File: config.mk
export PLATFORM = sky130hd
export DESIGN_NAME = tensor_ram_streamer
export DESIGN_NICKNAME = d
export VERILOG_FILES = /design/src/rtl/tensor_ram_streamer.sv
export SDC_FILE = /design/constraint.sdc
export NUM_CORES = 1
export LEC_CHECK = 0
export CAP_MARGIN = 20
export CELL_PAD_IN_SITES_DETAIL_PLACEMENT = 1
export CELL_PAD_IN_SITES_GLOBAL_PLACEMENT = 2
export CORE_UTILIZATION = 30
export DETAILED_ROUTE_END_ITERATION = 8
export PLACE_DENSITY = 0.85
export SYNTH_ARGS = -nofsm -noshare
export SYNTH_HDL_FRONTEND = slang
export SYNTH_SLANG_ARGS = --single-unit
File: constraint.sdc
create_clock -name clk -period 12.45 [get_ports clk]
set_clock_uncertainty 0.2 [all_clocks]
set_input_delay 2.49 -clock clk [delete_from_list [all_inputs] [get_ports clk]]
set_output_delay 2.49 -clock clk [all_outputs]
set_load 0.02 [all_outputs]
File: src/rtl/tensor_ram_streamer.sv
`default_nettype none
// ============================================================================
//  Module      : tensor_ram_streamer
//  Description : Issues consecutive tensor RAM word reads, buffers the four
//                32-bit lanes and streams them out over valid/ready.
//  Revision    : 1.0 - initial release
// ============================================================================
module tensor_ram_streamer #(
    parameter  int DEPTH_WORDS = 1024,
    parameter  int FIFO_DEPTH  = 2,
    localparam int ADDR_W      = $clog2(DEPTH_WORDS)
) (
    input  logic              clk,
    input  logic              reset,
    input  logic              start,
    input  logic [ADDR_W-1:0] base_addr,
    input  logic [ADDR_W:0]   num_words,
    output logic              busy,
    output logic              done,
    output logic              ram_re,
    output logic [ADDR_W-1:0] ram_addr_r,
    input  logic [31:0]       ram_dout0,
    input  logic [31:0]       ram_dout1,
    input  logic [31:0]       ram_dout2,
    input  logic [31:0]       ram_dout3,
    output logic              out_valid,
    input  logic              out_ready,
    output logic [31:0]       out_data0,
    output logic [31:0]       out_data1,
    output logic [31:0]       out_data2,
    output logic [31:0]       out_data3,
    output logic              out_last
);

    localparam int PTR_W = (FIFO_DEPTH > 1) ? $clog2(FIFO_DEPTH) : 1;

    localparam logic [ADDR_W-1:0] c_ADDR_MAX   = ADDR_W'(DEPTH_WORDS - 1);
    localparam logic [ADDR_W-1:0] c_ADDR_ONE   = ADDR_W'(1);
    localparam logic [ADDR_W:0]   c_CNT_ONE    = (ADDR_W + 1)'(1);
    localparam logic [PTR_W-1:0]  c_PTR_ONE    = PTR_W'(1);
    localparam logic [PTR_W:0]    c_FILL_ONE   = (PTR_W + 1)'(1);
    localparam logic [PTR_W+1:0]  c_FIFO_DEPTH = (PTR_W + 2)'(FIFO_DEPTH);

    typedef enum logic [1:0] {
        ST_IDLE   = 2'd0,
        ST_STREAM = 2'd1,
        ST_DRAIN  = 2'd2,
        ST_DONE   = 2'd3
    } state_t;

    state_t             r_state;
    state_t             w_state_nxt;

    logic [ADDR_W:0]    r_num;
    logic [ADDR_W:0]    r_issued;
    logic               r_inflight;
    logic               r_inflight_last;

    logic [127:0]       r_mem_data [FIFO_DEPTH];
    logic               r_mem_last [FIFO_DEPTH];
    logic [PTR_W-1:0]   r_wptr;
    logic [PTR_W-1:0]   r_rptr;
    logic [PTR_W:0]     r_count;

    logic               w_fifo_empty;
    logic [127:0]       w_capture;
    logic [127:0]       w_out_data;
    logic               w_accept;
    logic               w_push;
    logic               w_pop;
    logic [PTR_W+1:0]   w_occupancy;
    logic               w_issue_last;
    logic               w_start_ok;

    assign w_fifo_empty = (r_count == '0);
    assign w_capture    = {ram_dout3, ram_dout2, ram_dout1, ram_dout0};

    // An empty FIFO lets the word returning from the RAM fall straight
    // through to the output, which is what gives the 2-cycle start latency.
    always_comb begin
        w_out_data = '0;
        out_last   = 1'b0;
        if (!w_fifo_empty) begin
            w_out_data = r_mem_data[r_rptr];
            out_last   = r_mem_last[r_rptr];
        end else if (r_inflight) begin
            w_out_data = w_capture;
            out_last   = r_inflight_last;
        end
    end

    assign out_valid = !w_fifo_empty || r_inflight;
    assign out_data0 = w_out_data[31:0];
    assign out_data1 = w_out_data[63:32];
    assign out_data2 = w_out_data[95:64];
    assign out_data3 = w_out_data[127:96];

    assign w_accept = out_valid && out_ready;
    assign w_pop    = w_accept && !w_fifo_empty;
    // A returning word is stored unless it was consumed directly on bypass.
    assign w_push   = r_inflight && !(w_fifo_empty && out_ready);

    assign w_occupancy  = {1'b0, r_count} + {{(PTR_W + 1){1'b0}}, r_inflight};
    assign w_issue_last = (r_issued == (r_num - c_CNT_ONE));
    assign ram_re       = (r_state == ST_STREAM) && (r_issued < r_num) &&
                          (w_occupancy < c_FIFO_DEPTH);
    assign w_start_ok   = start && !busy;

    always_comb begin
        w_state_nxt = r_state;
        busy        = 1'b0;
        done        = 1'b0;
        unique case (r_state)
            ST_IDLE, ST_DONE: begin
                done = (r_state == ST_DONE);
                if (start) begin
                    w_state_nxt = (num_words == '0) ? ST_DONE : ST_STREAM;
                end else begin
                    w_state_nxt = ST_IDLE;
                end
            end
            ST_STREAM: begin
                busy = 1'b1;
                if (ram_re && w_issue_last) begin
                    w_state_nxt = ST_DRAIN;
                end
            end
            ST_DRAIN: begin
                busy = 1'b1;
                if (w_accept && out_last) begin
                    w_state_nxt = ST_DONE;
                end
            end
            default: w_state_nxt = ST_IDLE;
        endcase
    end

    always_ff @(posedge clk) begin
        if (reset) begin
            r_state         <= ST_IDLE;
            r_num           <= '0;
            r_issued        <= '0;
            ram_addr_r      <= '0;
            r_inflight      <= 1'b0;
            r_inflight_last <= 1'b0;
            r_wptr          <= '0;
            r_rptr          <= '0;
            r_count         <= '0;
        end else begin
            r_state <= w_state_nxt;

            if (w_start_ok) begin
                r_num      <= num_words;
                r_issued   <= '0;
                ram_addr_r <= base_addr;
            end else if (ram_re) begin
                r_issued   <= r_issued + c_CNT_ONE;
                ram_addr_r <= (ram_addr_r == c_ADDR_MAX) ? '0 : ram_addr_r + c_ADDR_ONE;
            end

            r_inflight      <= ram_re;
            r_inflight_last <= ram_re && w_issue_last;

            if (w_push) begin
                r_wptr <= r_wptr + c_PTR_ONE;
            end
            if (w_pop) begin
                r_rptr <= r_rptr + c_PTR_ONE;
            end
            if (w_push && !w_pop) begin
                r_count <= r_count + c_FILL_ONE;
            end else if (!w_push && w_pop) begin
                r_count <= r_count - c_FILL_ONE;
            end
        end
    end

    always_ff @(posedge clk) begin
        if (!reset && w_push) begin
            r_mem_data[r_wptr] <= w_capture;
            r_mem_last[r_wptr] <= r_inflight_last;
        end
    end

endmodule
`default_nettype wire
==> impl_metrics.ini <==
[placed_design]
dpl.cell_count = 1847
portBuffers = 295
place.gp.congestion = 0.779
post-dp-hpwl_um = 23400
dpl-instance-area_um2 = 16600
place_ws_ns = 5.67

[routing]
drc = 0
first_pass_iters = 4
avgRoutedWirePerCell_um = 19.1
detail-route-antenna-nets = 0
drt_iter0_drc = 449
vias = 9429
via_per_inst = 4.92
finalWirelength_um = 36600

[logic_synthesis]
ys_seq_area_frac = 0.654
synth.avg_cell_area_um2 = 12.7
ys_ff_latch = 299
synth-edff-count = 258
synth_nets = 1197
synth_top_area_frac = 0.592
async_flop_share = 0
synth_top_flop_cell = edfxtp_1
ys_top_cells_by_area = edfxtp_1 (59%), mux2i_1 (10%), dfxtp_1 (6.3%)
ys_warn_count = 0
synth_cell_types = 54
syn_area_um2 = 13100
syn_inst = 1027
synth_largest_area_cell = edfxtp_1

[final_layout]
drive_gt1_frac = 0.0639
area_delta_synth_final_pct = 37.0
final_cells = 1916
nNetsFinal = 1471
final_cell_mix = clkdlybuf4s50_1 (295), edfxtp_1 (258), nand3_1 (135), o21ai_0 (135), mux2i_1 (132)
final_common_cell = clkdlybuf4s50_1
seq_area_um2 = 8580
stdcell_area_um2 = 17900
multi_input_area_um2 = 4200
fillers = 4582

[timing]
finalHoldViolCount = 0
fmax_ghz = 0.148
slew_viol_final = 0
rsz0062_at_grt = no
slew_headroom = 0.341
setup_ws_ns = 5.68
fin_crit_sh = 0.544
tightest_slew_ns = 0.988
setup_tns_ns = 0
layout_min_cycle_time_ns = 6.77
finalSetupViolations = 0

[floorplanning]
die_w_um = 211
rows = 76
core-area_um2 = 43100
pin_count = 296
start_util = 0.304
die_h_um = 211
die-area_um2 = 44500

[clocking]
root_buffer = clkbuf_16
cts_tree = built
cts.sinks = 299
post_cts_buffers = 0
cts_buffers = 37
cts.clk_slew.worst_paths_ns = 0.06
insertion_delay_ns = 0.54
cts_resized = 0
ctsHoldBuffers = 0
h-tree-depth = 2
clockBufferDepth = 3

[run_status]
status = finished clean

[power_and_ir_drop]
leakage_nw = 5.62
p_per_area_nw_per_um2 = 170
p_int_mw = 2.16
p_total_mw = 3.06
combPwrFrac = 0.239
p_sw_mw = 0.895
power_frac_seq = 0.389
ir_drop_mv = 0.104
swShare = 0.293
power.share.clock = 0.372

[global_route]
grt_start_max_net_pins = 106
overflow = 0
grt_first_pass_wirelength_um = 56200
grt_usage = 0.162
grt_pass1_vias = 9902
antenna_found_initial = 2

[setup_path]
worstPathArrival_ns = 4.08
endpoint_kind = output port
worst_ep_required_time_ns = 9.76
startpoint_type = input pin
crit_type = input pin to output port
critPathMaxFanout = 3

[min_path]
hold_class = flop to flop

[run]
maxCapViolations = 0
[logic make-up after synthesis]
logic type	share of synthesized area
DFF	0.654
and+or+nand+nor	0.105
muxes	0.103
AOI/OAI and AO/OA	0.0780
buffers and inverters	0.0267
adders and majority gates	0.0162
xor gates and xnor gates	0.0174
[power groups by stage]
stage	Sequential, mW	Combinational [mW]	Clock (mW)
after floorplan	1.19	0.407	0
after global placement	1.21	0.717	0
after detailed placement	1.21	0.735	0
after CTS	1.19	0.740	1.17
after global routing	1.20	0.790	1.21
final	1.19	0.730	1.14
[final timing paths]
kind                    from           endpoint  slack, ns  cells after the start
min          r_inflight_last      r_mem_last[0]       0.27                      0
min reg2reg  r_inflight_last      r_mem_last[0]       0.27                      0
max reg2reg       r_inflight  r_mem_data[1][55]       8.95                      4
max            ram_dout1[26]      out_data1[26]       5.68                      4
[final cells by class]
class / count / share of cell area
flip-flops and latches: 299 / 0.478
multi-input cells: 637 / 0.234
diodes: 1 / 0.000140
well taps: 585 / 0.0408
inverters: 18 / 0.00377
clock inverters: 24 / 0.0164
clock buffers: 44 / 0.0555
repair buffers: 308 / 0.171
[per-stage QoR]
step | utilization | hold slack, ns
after detailed placement | 0.386 | 0.246
after CTS | 0.416 | 0.261
after global routing | 0.416 | 0.275
final | 0.416 | 0.267
after floorplan | - | 0.226
after global placement | 0.386 | 0.240
[synth_stat cells, types with 14 or more instances]
library cell / number
a21oi_1: 25
inv_1: 17
xnor2_1: 14
nor2_1: 31
clkbuf_1: 60
dfxtp_1: 41
mux2i_1: 132
nand2_1: 48
o21ai_0: 135
nand3_1: 135
ha_1: 17
edfxtp_1: 258
[routing by layer]
metal  up-vias  global-route usage  wire [µm]
met5         -                   0         12
met4         2              0.0530        937
met3        56              0.0384       1980
met2       229               0.275      18000
met1      4705               0.202      15700
li1       4437                   -          -
[worst max-delay path, cell delays in order]
cell,delay [ns]
clkdlybuf4s50_1,0.58
nand3_1,0.10
o21ai_0,0.22
clkdlybuf4s50_1,0.69
[state kept, by name, summed over array words and instances, names as in the netlist, named ones only]
register	count
r_inflight	1
r_issued	11
r_count	2
r_state	2
r_num	11
ram_addr_r	10
r_rptr	1
r_mem_data	256
r_mem_last	2
r_wptr	1
r_inflight_last	1
No activity file was read; power rests on OpenSTA's default activity.
